### config.mk
export PLATFORM = sky130hd
export DESIGN_NAME = inst_encoder
export DESIGN_NICKNAME = d
export VERILOG_FILES = /design/src/rtl/inst_encoder.sv
export SDC_FILE = /design/constraint.sdc
export NUM_CORES = 1
export LEC_CHECK = 0
export CAP_MARGIN = 5
export CORE_MARGIN = 5
export CORE_UTILIZATION = 47
export CTS_CLUSTER_SIZE = 30
export DETAILED_ROUTE_END_ITERATION = 8
export PLACE_DENSITY = 0.87
export REMOVE_ABC_BUFFERS = 1
export SYNTH_ARGS = -nofsm -noshare
export SYNTH_HDL_FRONTEND = slang
export SYNTH_SLANG_ARGS = --single-unit
export TNS_END_PERCENT = 1
### constraint.sdc
create_clock -name clk -period 3 [get_ports clk]
set_clock_uncertainty 0.1 [all_clocks]
set_input_delay 0.75 -clock clk [delete_from_list [all_inputs] [get_ports clk]]
set_output_delay 0.75 -clock clk [all_outputs]
set_load 0.01 [all_outputs]
### src/rtl/inst_encoder.sv
// RV32I instruction encoder: packs decoded fields and a 32-bit immediate into an
// instruction word, flags out-of-range immediates, and tags each word with its memory address.
module inst_encoder #(
  parameter int unsigned         ADDR_W    = 32,
  parameter logic [ADDR_W-1:0]   ADDR_BASE = '0,
  parameter int unsigned         ERR_CNT_W = 16
) (
  input  logic                 clk,
  input  logic                 rst,
  input  logic                 flush,
  input  logic                 in_valid,
  output logic                 in_ready,
  input  logic [2:0]           in_type,
  input  logic [6:0]           in_opcode,
  input  logic [4:0]           in_rd,
  input  logic [2:0]           in_funct3,
  input  logic [4:0]           in_rs1,
  input  logic [4:0]           in_rs2,
  input  logic [6:0]           in_funct7,
  input  logic [31:0]          in_imm,
  output logic                 out_valid,
  input  logic                 out_ready,
  output logic [31:0]          out_inst,
  output logic [ADDR_W-1:0]    out_addr,
  output logic                 out_err,
  output logic [ERR_CNT_W-1:0] err_count
);

  localparam int unsigned INST_W = 32;

  typedef enum logic [2:0] {
    FMT_R  = 3'b000,
    FMT_I  = 3'b001,
    FMT_S  = 3'b010,
    FMT_B  = 3'b011,
    FMT_U  = 3'b100,
    FMT_J  = 3'b101,
    FMT_LI = 3'b110,
    FMT_JI = 3'b111
  } fmt_e;

  logic [INST_W-1:0] enc_inst;
  logic              enc_err;
  logic              fits_i;
  logic              fits_b;
  logic              fits_j;
  logic              accept;
  logic [ADDR_W-1:0] next_addr;

  // A signed immediate fits in N bits when every bit from N-1 upward equals the sign.
  assign fits_i = (&in_imm[31:11]) || (~|in_imm[31:11]);
  assign fits_b = (&in_imm[31:12]) || (~|in_imm[31:12]);
  assign fits_j = (&in_imm[31:20]) || (~|in_imm[31:20]);

  assign in_ready = !flush && (!out_valid || out_ready);
  assign accept   = in_valid && in_ready;

  // Field packing and immediate legality per format.
  always_comb begin
    enc_inst = '0;
    enc_err  = 1'b0;
    case (fmt_e'(in_type))
      FMT_R: begin
        enc_inst = {in_funct7, in_rs2, in_rs1, in_funct3, in_rd, in_opcode};
      end
      FMT_I, FMT_LI, FMT_JI: begin
        enc_inst = {in_imm[11:0], in_rs1, in_funct3, in_rd, in_opcode};
        enc_err  = !fits_i;
      end
      FMT_S: begin
        enc_inst = {in_imm[11:5], in_rs2, in_rs1, in_funct3, in_imm[4:0], in_opcode};
        enc_err  = !fits_i;
      end
      FMT_B: begin
        enc_inst = {in_imm[12], in_imm[10:5], in_rs2, in_rs1, in_funct3,
                    in_imm[4:1], in_imm[11], in_opcode};
        enc_err  = !fits_b || in_imm[0];
      end
      FMT_U: begin
        enc_inst = {in_imm[31:12], in_rd, in_opcode};
        enc_err  = |in_imm[11:0];
      end
      FMT_J: begin
        enc_inst = {in_imm[20], in_imm[10:1], in_imm[11], in_imm[19:12], in_rd, in_opcode};
        enc_err  = !fits_j || in_imm[0];
      end
      default: begin
        enc_inst = '0;
        enc_err  = 1'b0;
      end
    endcase
  end

  // Output stage, address counter and saturating error counter.
  always_ff @(posedge clk) begin
    if (rst) begin
      out_valid <= 1'b0;
      out_inst  <= '0;
      out_addr  <= ADDR_BASE;
      out_err   <= 1'b0;
      err_count <= '0;
      next_addr <= ADDR_BASE;
    end else if (flush) begin
      out_valid <= 1'b0;
      out_addr  <= ADDR_BASE;
      next_addr <= ADDR_BASE;
    end else if (accept) begin
      out_valid <= 1'b1;
      out_inst  <= enc_inst;
      out_addr  <= next_addr;
      out_err   <= enc_err;
      next_addr <= next_addr + ADDR_W'(4);
      if (enc_err && (err_count != '1)) begin
        err_count <= err_count + ERR_CNT_W'(1);
      end
    end else if (out_ready) begin
      out_valid <= 1'b0;
    end
  end

endmodule

### Word-level counts from Yosys, hierarchy flattened

Cells that the tools add are included.
Widths: inputs -> output; s select.

| word-level totals | value |
|---|---|
| output and inout bits | 83 |
| memory bits (writable) | 0 |
| register bits | 114 |
| memories | 0 |
| bits in latches | 0 |
| bits in read-only memories | 0 |

| operators by class | value |
|---|---|
| shift operators | 0 |
| div/mod/pow operators | 0 |
| multiply operators | 0 |
| order comparisons | 0 |
| add/sub/neg operators | 2 |
| bitwise operators | 1 |
| equality and inequality tests | 8 |
| muxes and demuxes | 4 |
| reduce and logical (&&, ||, !) cells | 31 |

Operators with widths:

| operator | count |
|---|---|
| $pmux 32 s6 | 1 |
| $add 32x3->32 const B | 1 |
| $reduce_or 12->1 | 2 |
| $reduce_and 21->1 | 1 |
| $reduce_or 21->1 | 1 |
| $reduce_and 20->1 | 1 |
| $reduce_or 20->1 | 1 |
| $add 16x1->16 const B | 1 |
| $ne 16x16->1 const B | 1 |
| $eq 3x3->1 const B | 4 |
| $reduce_and 12->1 | 1 |
| $logic_not 1->1 | 8 |
| $eq 3x2->1 const B | 2 |
| $logic_or 1x1->1 | 6 |
| $pmux 1 s4 | 1 |
| $reduce_or 4->1 | 1 |
| $eq 3x1->1 const B | 1 |
| $logic_and 1x1->1 | 3 |
| $logic_not 3->1 | 1 |
| $reduce_and 3->1 | 1 |
| $reduce_or 3->1 | 1 |
| $mux 1 | 2 |
| $reduce_and 2->1 | 1 |
| $reduce_bool 2->1 | 1 |
| 2 further kinds | 2 |

### Logic depth before layout (Yosys ltp)

Gate-level depths: netlist of run 1.

| depth | value |
|---|---|
| depth after elaboration | 8 |
| gate-level depth with buffers | 11 |

### Worst setup path after synthesis of run 1

OpenSTA, ideal clock, no wires.

| timing | value |
|---|---|
| kind | in2reg |
| start | input port in_imm[17] |
| end | register err_count[10] |
| arrival | 2.509 ns |
| stages on the path | 8 |
| setup slack | 0.270 ns |
| path buffers | 1 |
| required time | 2.779 ns |
| cell sequence | or4_4 -> nor3_2 -> a22oi_1 -> a211o_1 -> o21ai_4 -> buf_6 -> nor3_1 -> mux2_4 |

| between the ends | value |
|---|---|
| cells in the longest elaborated chain, start to end | 8 |
| elaborated cells on any way between the ends | 14 |
| those cells by class | 1 x mux; 13 x reduce/logical |

RTL lines:

| item | RTL line | RTL |
|---|---|---|
| start, declared | 20 | `input logic [31:0] in_imm,` |
| $reduce_or 20->1 | 52 | `assign fits_b = (&in_imm[31:12]) \|\| (~\|in_imm[31:12]);` |
| $logic_not 1->1 | 52 |  |
| $logic_or 1x1->1 | 52 |  |
| $logic_not 1->1 | 77 | `enc_err = !fits_b \|\| in_imm[0];` |
| $logic_or 1x1->1 | 77 |  |
| $pmux 1 s4 (*) | 62 | `case (fmt_e'(in_type))` |
| $logic_and 1x1->1 (*) | 113 | `if (enc_err && (err_count != '1)) begin` |
| $reduce_and 3->1 (no source line) (*) | - |  |
| end signal, assigned | 114 | `err_count <= err_count + ERR_CNT_W'(1);` |
| end, declared | 26 | `output logic [ERR_CNT_W-1:0] err_count` |

Mark *: on every way between the ends. The rest lies on a longest branch, timed or not.
A chain may end at the register's enable or synchronous reset.

### Final worst setup path of run 1

| timing | value |
|---|---|
| start | input port in_imm[16] |
| end | register err_count[3] |

Same word-level chain as after synthesis.

==> results of run 1 <==
[kinds of logic (layout without fill, tap and decap cells)]
family          Yosys count  in the layout  share of synthesized area, %
mux                      30             30                          6.18
xor+xnor                 25             25                          4.31
flops                   110            110                          43.3
other cells               1              2                        0.0738
fa+ha+maj                 2              2                         0.493
simple gates            282            282                          26.6
buf+inv                  52            225                          4.48
compound gates          120            120                          14.5
[flip-flops by register name (all words and copies together) (netlist names)]
name,cells
out_inst,32
out_valid,1
err_count,16
next_addr,30
out_addr,30
out_err,1
[layout make-up]
cell class	count	area (µm²)
clock inverter	7	75.1
clock buffer	9	124
multi-input combinational	461	2670
tap	140	175
fill	859	3510
timing repair buffer	201	1910
inverter	8	30.0
sequential	110	2200
[path summary, 6_finish.rpt]
| kind | start | to | slack [ps] | cells past startpoint |
|---|---|---|---|---|
| hold reg to reg | out_addr[8] | out_addr[8] | 360 | 2 |
| hold / removal | out_addr[8] | out_addr[8] | 360 | 2 |
| setup reg to reg | next_addr[13] | next_addr[31] | 630 | 6 |
| setup / recovery | in_imm[16] | err_count[3] | 90 | 8 |
[synth_stat cells, types with 10 or more instances]
| master | count | area, µm² |
|---|---|---|
| sky130_fd_sc_hd__a211oi_1 | 14 | 105 |
| sky130_fd_sc_hd__a21oi_1 | 57 | 285 |
| sky130_fd_sc_hd__and3_1 | 10 | 62.6 |
| sky130_fd_sc_hd__clkbuf_1 | 30 | 113 |
| sky130_fd_sc_hd__dfxtp_1 | 110 | 2200 |
| sky130_fd_sc_hd__mux2i_1 | 22 | 220 |
| sky130_fd_sc_hd__nand2_1 | 120 | 450 |
| sky130_fd_sc_hd__nand3_1 | 18 | 90.1 |
| sky130_fd_sc_hd__nand4_1 | 13 | 81.3 |
| sky130_fd_sc_hd__nor2_1 | 58 | 218 |
| sky130_fd_sc_hd__nor2b_1 | 15 | 93.8 |
| sky130_fd_sc_hd__o21ai_0 | 15 | 75.1 |
| sky130_fd_sc_hd__xnor2_1 | 10 | 87.6 |
| sky130_fd_sc_hd__xor2_1 | 15 | 131 |
[repair_timing]
item	in CTS	in global routing
gates resized for setup	1	2
pin swaps	0	1
endpoints found under the hold margin	0	0
endpoints found under the setup margin	1	4
[power by group]
| part | switching [µW] | total, µW | internal (µW) |
|---|---|---|---|
| Combinational | 198 | 428 | 230 |
| Clock | 570 | 898 | 329 |
| Sequential | 19.1 | 1510 | 1490 |
[metrics by stage]
| step | setup WS, ps | setup TNS, ps |
|---|---|---|
| after global routing | -6.33 | -12.9 |
| after detailed placement | -291 | -4560 |
| final | 90.6 | 0 |
| after floorplan | -2050 | -98330 |
| after CTS | 48.4 | 0 |
| after global placement | -214 | -2900 |
[worst reg2reg max path, delay by kind of cell, from the launching register on]
family,cells,cell delay (ps)
and+or+nand+nor,5,1650
DFF,1,410
AOI/OAI and AO/OA,1,130
[per-layer routing]
metal | vias up | part of all wire, % | track usage (%)
li1 | 2494 | - | -
met1 | 2341 | 39 | 23.5
met2 | 168 | 51 | 39.1
met3 | 32 | 7.8 | 7.00
met4 | 2 | 2.2 | 7.60
met5 | - | 0.084 | 0
==> run metrics, run 1 <==
I/O Buffers=152; Cell Count, Final, Fillers Out=936; pin count of the biggest net entering global routing=62; total number of placement rows=38; WP buf/inv=1; CTS root buf=sky130_fd_sc_hd__clkbuf_8; clk sink count=110; placed wire-length estimate after detailed placement=10800 µm; smallest hold slack=362 ps; number of violations of the max-capacitance limit=0; core area=10700 µm²; highest attainable clock frequency=0.344 GHz; IO Pins=155; final routed DRC violation total=0; final std cell area, no fill=7190 µm²; via total after detailed routing=5037; total global-route track usage=21.6%; clock insertion delay at the later pin of the skew report=380 ps; mean routed wirelength per cell=15.2 µm; global-route wire length before repair=23000 µm; antenna violations before repair=1; dominant register cell in the synthesized netlist=sky130_fd_sc_hd__dfxtp_1; Placed Area=6980 µm²; Least-Margin Pin Slew=1080 ps; final standard cell utilization of the core=67.2%; number of hold buffers added after CTS=0; Diodes inserted=0; Min-Delay Path Class=flip-flop to flip-flop; arrival time worst endpoint=3080 ps; Critical Path Max Stage Delay=600 ps; aggregate routed wire length=14300 µm; class of the most critical setup path=primary input to flip-flop; number of iterations in the first detailed-routing pass=5; layout cell share with drive strength beyond 1=10.4%; max-slew violation count=0; crit share post-route=97.0%; post-synthesis register bit count=110; cell at the slowest stage of the critical path=sky130_fd_sc_hd__or4_1; area growth from synthesis to final layout=41.5%; leading cell types in the layout, fill and taps excluded=sky130_fd_sc_hd__clkdlybuf4s50_1 (150), sky130_fd_sc_hd__nand2_1 (119), sky130_fd_sc_hd__dfxtp_1 (110); residual antenna-violating net count after detailed routing=0; total count of hold-check failures in the final report=0; GR Overflow Total=0; capturing element type of the critical path=flip-flop; TritonCTS clock tree=done; register area share after synthesis=43.3%; nature of the critical path startpoint=primary input; CP top delay family=simple AND/OR/NAND/NOR gates; post-synthesis average cell area=8.17 µm²; result of the run=complete, no violations; area of the mapped netlist=5080 µm²; Die ar.=13000 µm²; via density per instance=5.38; CTS buffer count=9; slew margin rel.=28.0%; postcts setup bufs=0; depth of the CTS H-tree=3; sequence of cells on the critical path=clkdlybuf4s50_1 > or4_1 > nor3_2 > a22oi_1 > a211o_1 > o21ai_4 > nor3_1 > mux2_1; synth warn=0; top fanout value on the critical path=15; vias in the first global route=5018; Inst Count DP=920; Die Height=114 µm; total number of nets in the final design=865; final count of negative-setup-slack endpoints=0; post-layout min period=2910 ps; async set or reset register ratio after synthesis=0%; clk slew on worst S/H paths=110 ps; power after layout=2840 µW; count of flip-flops with a built-in enable after synthesis=0; most common cell after layout, fill and taps aside=sky130_fd_sc_hd__clkdlybuf4s50_1; Die Width=114 µm; Max IR drop VDD=0.281 mV; Starting Density=47.5%; last weighted congestion value of the routability-driven placer=0.895; ratio of total power to cell area=395 nW/µm²; initial drt markers=306; Synth cell types=53; standby leakage power=0.00258 µW; maximum count of clock buffers along a single path=2; Crit path required time=3170 ps; number of instances in the synthesized netlist=622
No activity file was read; power rests on OpenSTA's default activity.
==> run 2, diff against run 1 <==
--- a/config.mk
+++ b/config.mk
@@ -8,10 +8,8 @@
 export CAP_MARGIN = 5
 export CORE_MARGIN = 5
 export CORE_UTILIZATION = 47
-export CTS_CLUSTER_SIZE = 30
 export DETAILED_ROUTE_END_ITERATION = 8
 export PLACE_DENSITY = 0.87
-export REMOVE_ABC_BUFFERS = 1
 export SYNTH_ARGS = -nofsm -noshare
 export SYNTH_HDL_FRONTEND = slang
 export SYNTH_SLANG_ARGS = --single-unit
==> run 2 against run 1 <==
Effect of this change: non-clock buffer count is 4 higher; cell area up 0.77%; sequential share of layout area is 0.23 points lower; count of clock-buffer cells in the layout unchanged; clock power grew 5.2%; total power up 1.8%; cell count is 0.43% higher.
==> run metrics, run 2 (synthesis gave the netlist of run 1 again) <==
IO Pins=155; worst slack after detailed placement=-336 ps; global-route wire length before repair=24100 µm; CP Capture Point=err_count[3]; cell at the slowest stage of the critical path=sky130_fd_sc_hd__or4_4; total number of placement rows=38; arrival time worst endpoint=3070 ps; register containing the most flip-flops in the final layout=out_inst; flip-flop count of the largest register, all copies and words added=32; top fanout value on the critical path=24; highest attainable clock frequency=0.346 GHz; smallest hold slack=362 ps; Critical Path Max Stage Delay=560 ps; path depth of the worst reg2reg path=7; length of routed met2 wiring=7510 µm; worst r2r src=out_valid; placed wire-length estimate after detailed placement=11400 µm; unrepaired setup endpoints after global routing=no; clk slew on worst S/H paths=110 ps; sequence of cells on the critical path=clkdlybuf4s50_1 > or4_4 > nor3_2 > a22oi_2 > a32oi_1 > and2_4 > buf_12 > nor3_1 > mux2_1; Max IR drop VDD=0.225 mV; crit share post-route=96.5%; residual antenna-violating net count after detailed routing=0; DRT met1 WL=5700 µm; aggregate routed wire length=14900 µm; final count of negative-setup-slack endpoints=0; Least-Margin Pin Slew=1040 ps; number of violations of the max-capacitance limit=0; area growth from synthesis to final layout=42.5%; antenna violations before repair=0; class of the most critical setup path=primary input to flip-flop; total count of hold-check failures in the final report=0; pin count of the biggest net entering global routing=62; most common cell after layout, fill and taps aside=sky130_fd_sc_hd__clkdlybuf4s50_1; highest metal layer with signal wires=met4; post-layout min period=2890 ps; max-slew violation count=0; clock insertion delay at the later pin of the skew report=390 ps; CTS root buf=sky130_fd_sc_hd__clkbuf_8; Die ar.=13000 µm²; Starting Density=47.5%; start point of the critical path=in_imm[17]; mean routed wirelength per cell=15.8 µm; CTS buffer count=9; vias in the first global route=5049; number of filler cells placed in the layout=838; Cell Count, Final, Fillers Out=940; Die Width=114 µm; standby leakage power=0.00261 µW; TritonCTS clock tree=done; ratio of total power to cell area=399 nW/µm²; layout cell share with drive strength beyond 1=11.0%; maximum count of clock buffers along a single path=2; nature of the critical path startpoint=primary input; final routed DRC violation total=0; Crit path required time=3180 ps; worst setup slack after layout=106 ps; via total after detailed routing=5119; core area=10700 µm²; leading cell types in the layout, fill and taps excluded=sky130_fd_sc_hd__clkdlybuf4s50_1 (150), sky130_fd_sc_hd__nand2_1 (120), sky130_fd_sc_hd__dfxtp_1 (110); register-to-register setup slack=590 ps; FF-to-FF End=next_addr[31]; number of iterations in the first detailed-routing pass=4; total global-route track usage=22.8%; top flop regs=out_inst x32, next_addr x30, out_addr x30; clk sink count=110; Diodes inserted=0; depth of the CTS H-tree=3; result of the run=complete, no violations; capturing element type of the critical path=flip-flop; total number of nets in the final design=869; Die Height=114 µm; power after layout=2890 µW; last weighted congestion value of the routability-driven placer=0.855; slew margin rel.=30.6%; initial drt markers=291; I/O Buffers=152; Inst Count DP=924; via density per instance=5.45; GR Overflow Total=0; routed length on met3=1220 µm; Min-Delay Path Class=flip-flop to flip-flop
-- run 2: changes by cell type in the layout (fill, tap and decap cells not counted) --
| cell | delta |
|---|---|
| sky130_fd_sc_hd__clkinvlp_4 | -1 |
| sky130_fd_sc_hd__inv_12 | +1 |
| sky130_fd_sc_hd__clkinv_8 | +1 |
| sky130_fd_sc_hd__nand2_2 | -1 |
| sky130_fd_sc_hd__or4_4 | +1 |
| sky130_fd_sc_hd__nand2_1 | +1 |
| sky130_fd_sc_hd__a22oi_2 | +1 |
| sky130_fd_sc_hd__or4_1 | -1 |
| sky130_fd_sc_hd__a22oi_1 | -1 |
| sky130_fd_sc_hd__inv_6 | -2 |
| sky130_fd_sc_hd__inv_8 | +1 |
| sky130_fd_sc_hd__buf_4 | +4 |
-- run 2: where the power goes --
group / total [µW] / internal (µW) / switching [µW]
sequential: 1510 / 1490 / 17.8
clock: 945 / 346 / 599
combinational: 434 / 232 / 201
-- run 2: worst max-delay path: cells and delay by family --
family	cells	cell delay [ps]
AO/OA/AOI/OAI	2	390
buffers and inverters	2	580
multiplexers	1	320
AND/OR/NAND/NOR	4	1030
-- run 2: area by class of cell --
cell class / instances / area, µm² / area share (%)
timing repair buffer: 205 / 1940 / 26.8
sequential: 110 / 2200 / 30.4
inverter: 8 / 30.0 / 0.415
tap: 140 / 175 / 2.42
clock inverter: 7 / 93.8 / 1.30
clock buffer: 9 / 124 / 1.71
multi-input combinational: 461 / 2670 / 36.9
-- run 2: worst min-delay path by stage --
stage             startpoint           end  slack (ps)  depth (start not counted)
2_1_floorplan  next_addr[31]  out_addr[31]         340                          2
3_3_place_gp     out_inst[3]   out_inst[3]         340                          2
3_5_place_dp    out_addr[18]  out_addr[18]         350                          2
4_1_cts          out_addr[6]   out_addr[6]         360                          2
5_1_grt         out_addr[10]  out_addr[10]         380                          2
6_report         out_addr[6]   out_addr[6]         360                          2
-- run 2: per-stage QoR --
| step | cell area, µm² | utilization [%] | TNS [ps] |
|---|---|---|---|
| floorplan | 5080 | - | 0 |
| global placement | 7010 | 65.5 | -3250 |
| detailed placement | 7010 | 65.5 | -4930 |
| CTS | 7230 | 67.6 | 0 |
| global route | 7240 | 67.7 | 0 |
| finish | 7240 | 67.7 | 0 |
-- run 2: routing by layer --
layer	vias to the layer above	global-route usage, %
li1	2502	-
met1	2385	25.0
met2	199	41.0
met3	33	6.95
met4	0	9.03
met5	-	0
-- run 2: repair_timing --
action,CTS,global route
pin swaps,0,1
hold endpoints to repair,0,0
setup buffers,0,0
hold buffers,0,0
resized for setup,1,4
setup endpoints to repair,1,7
==> run 3, diff against run 2 <==
--- a/config.mk
+++ b/config.mk
@@ -8,7 +8,9 @@
 export CAP_MARGIN = 5
 export CORE_MARGIN = 5
 export CORE_UTILIZATION = 47
+export CTS_CLUSTER_SIZE = 30
 export DETAILED_ROUTE_END_ITERATION = 8
+export MAX_ROUTING_LAYER = met4
 export PLACE_DENSITY = 0.87
 export SYNTH_ARGS = -nofsm -noshare
 export SYNTH_HDL_FRONTEND = slang
==> run 3 against run 2 <==
Effect of this change: largest power group unchanged; core utilization unchanged; critical path type unchanged; cell count stayed put; sequential share of layout area did not move; via count about the same; non-clock buffer count unchanged; worst setup slack got worse by 15 ps; combinational power barely moved; cell area unchanged.
==> run metrics, run 3 (synthesis gave the netlist of run 1 again) <==
result of the run=complete, no violations; clock insertion delay at the later pin of the skew report=380 ps; Least-Margin Pin Slew=1050 ps; layout cell share with drive strength beyond 1=11.0%; setup_tns=0 ps; clk sink count=110; global-route wire length before repair=24100 µm; sequence of cells on the critical path=clkdlybuf4s50_1 > or4_4 > nor3_2 > a22oi_2 > a32oi_1 > and2_4 > buf_12 > nor3_1 > mux2_1; number of violations of the max-capacitance limit=0; pin count of the biggest net entering global routing=62; last weighted congestion value of the routability-driven placer=0.869; area growth from synthesis to final layout=42.5%; most common cell after layout, fill and taps aside=sky130_fd_sc_hd__clkdlybuf4s50_1; top fanout value on the critical path=24; number of filler cells placed in the layout=838; register containing the most flip-flops in the final layout=out_inst; aggregate routed wire length=14900 µm; Max IR drop VDD=0.224 mV; post-layout min period=2910 ps; Min-Delay Path Class=flip-flop to flip-flop; initial drt markers=294; IO Pins=155; maximum count of clock buffers along a single path=2; ratio of total power to cell area=398 nW/µm²; Die Width=114 µm; Logic pwr share=15.1%; Die Height=114 µm; register-to-register setup slack=590 ps; number of iterations in the first detailed-routing pass=4; mean routed wirelength per cell=15.8 µm; flip-flop count of the largest register, all copies and words added=32; unrepaired setup endpoints after global routing=no; antenna violations before repair=0; CTS root buf=sky130_fd_sc_hd__clkbuf_8; standby leakage power=0.00261 µW; Diodes inserted=0; final count of negative-setup-slack endpoints=0; GR Overflow Total=0; cell at the slowest stage of the critical path=sky130_fd_sc_hd__or4_4; total number of nets in the final design=869; Cell Count, Final, Fillers Out=940; Die ar.=13000 µm²; switching power as a share of total power=28.3%; top flop regs=out_inst x32, next_addr x30, out_addr x30; slew margin rel.=29.8%; Net Sw Power=816 µW; path depth of the worst reg2reg path=7; TritonCTS clock tree=done; via total after detailed routing=5115; number of hold buffers added after CTS=0; start point of the critical path=in_imm[17]; final routed DRC violation total=0; postcts setup bufs=0; CTS buffer count=9; FF-to-FF End=next_addr[31]; Critical Path Max Stage Delay=560 ps; class of the most critical setup path=primary input to flip-flop; leading cell types in the layout, fill and taps excluded=sky130_fd_sc_hd__clkdlybuf4s50_1 (150), sky130_fd_sc_hd__nand2_1 (120), sky130_fd_sc_hd__dfxtp_1 (110); total global-route track usage=23.4%; Crit path required time=3170 ps; Inst Count DP=924; Starting Density=47.5%; proportion of power drawn by the clock network=32.7%; Sequential Power Share=52.3%; crit share post-route=97.0%; capturing element type of the critical path=flip-flop; total number of placement rows=38; core area=10700 µm²; depth of the CTS H-tree=3; vias in the first global route=5056; nature of the critical path startpoint=primary input; via density per instance=5.44; worst r2r src=out_valid; I/O Buffers=152; placed wire-length estimate after detailed placement=11400 µm; max-slew violation count=0; highest attainable clock frequency=0.344 GHz; CP Capture Point=err_count[3]; arrival time worst endpoint=3080 ps; clk slew on worst S/H paths=120 ps; total count of hold-check failures in the final report=0; residual antenna-violating net count after detailed routing=0; P_int=2070 µW; power after layout=2890 µW
run 3: cell counts in the layout (fill, tap and decap cells not counted):
Identical to the previous run, type by type.
run 3: power by group through the flow:
stage                     combinational (µW)  sequential [µW]  clock (µW)
final                                    434             1510         943
after global routing                     468             1510        1030
after CTS                                433             1510         963
after detailed placement                 431             1540           0
after global placement                   421             1540           0
after floorplan                          164             1550           0
run 3: how the worst min path moves through the flow:
stage             startpoint            to  slack, ps  depth (start not counted)
6_report         out_addr[6]   out_addr[6]        360                          2
2_1_floorplan  next_addr[31]  out_addr[31]        340                          2
3_5_place_dp    out_addr[18]  out_addr[18]        350                          2
5_1_grt         out_addr[18]  out_addr[18]        380                          2
3_3_place_gp     out_inst[3]   out_inst[3]        340                          2
4_1_cts          out_addr[6]   out_addr[6]        360                          2
run 3: critical path, delay by kind of cell:
| kind | cells | cell delay, ps |
|---|---|---|
| AO/OA/AOI/OAI | 2 | 390 |
| buffers and inverters | 2 | 580 |
| multiplexers | 1 | 330 |
| AND/OR/NAND/NOR | 4 | 1030 |
run 3: final cells by class:
| cell class | instances | area (µm²) | share of cell area (%) |
|---|---|---|---|
| sequential | 110 | 2200 | 30.4 |
| timing repair buffer | 205 | 1940 | 26.8 |
| clock buffer | 9 | 124 | 1.71 |
| clock inverter | 7 | 93.8 | 1.30 |
| inverter | 8 | 30.0 | 0.415 |
| tap | 140 | 175 | 2.42 |
| multi-input combinational | 461 | 2670 | 36.9 |
run 3: metal layers:
metal  track usage [%]  up-vias  share of wire (%)
met5                 -        -                  0
met4              9.03        0                2.7
met3              5.46       28                6.6
met2              41.0      181                 51
met1              25.8     2405                 40
li1                  -     2501                  -
run 3: per-stage QoR:
stage	hold WS [ps]	util [%]	area, µm²	setup WS, ps
after global placement	342	65.5	7010	-249
after detailed placement	347	65.5	7010	-336
after global routing	381	67.7	7240	7.25
after CTS	363	67.6	7230	34.3
final	362	67.7	7240	90.7
after floorplan	337	-	5080	270
run 3: what timing repair did:
action                                  4_1_cts  5_1_grt
endpoints found under the hold margin         0        0
endpoints found under the setup margin        1        8
gates resized for setup                       1        4
pin swaps                                     0        1
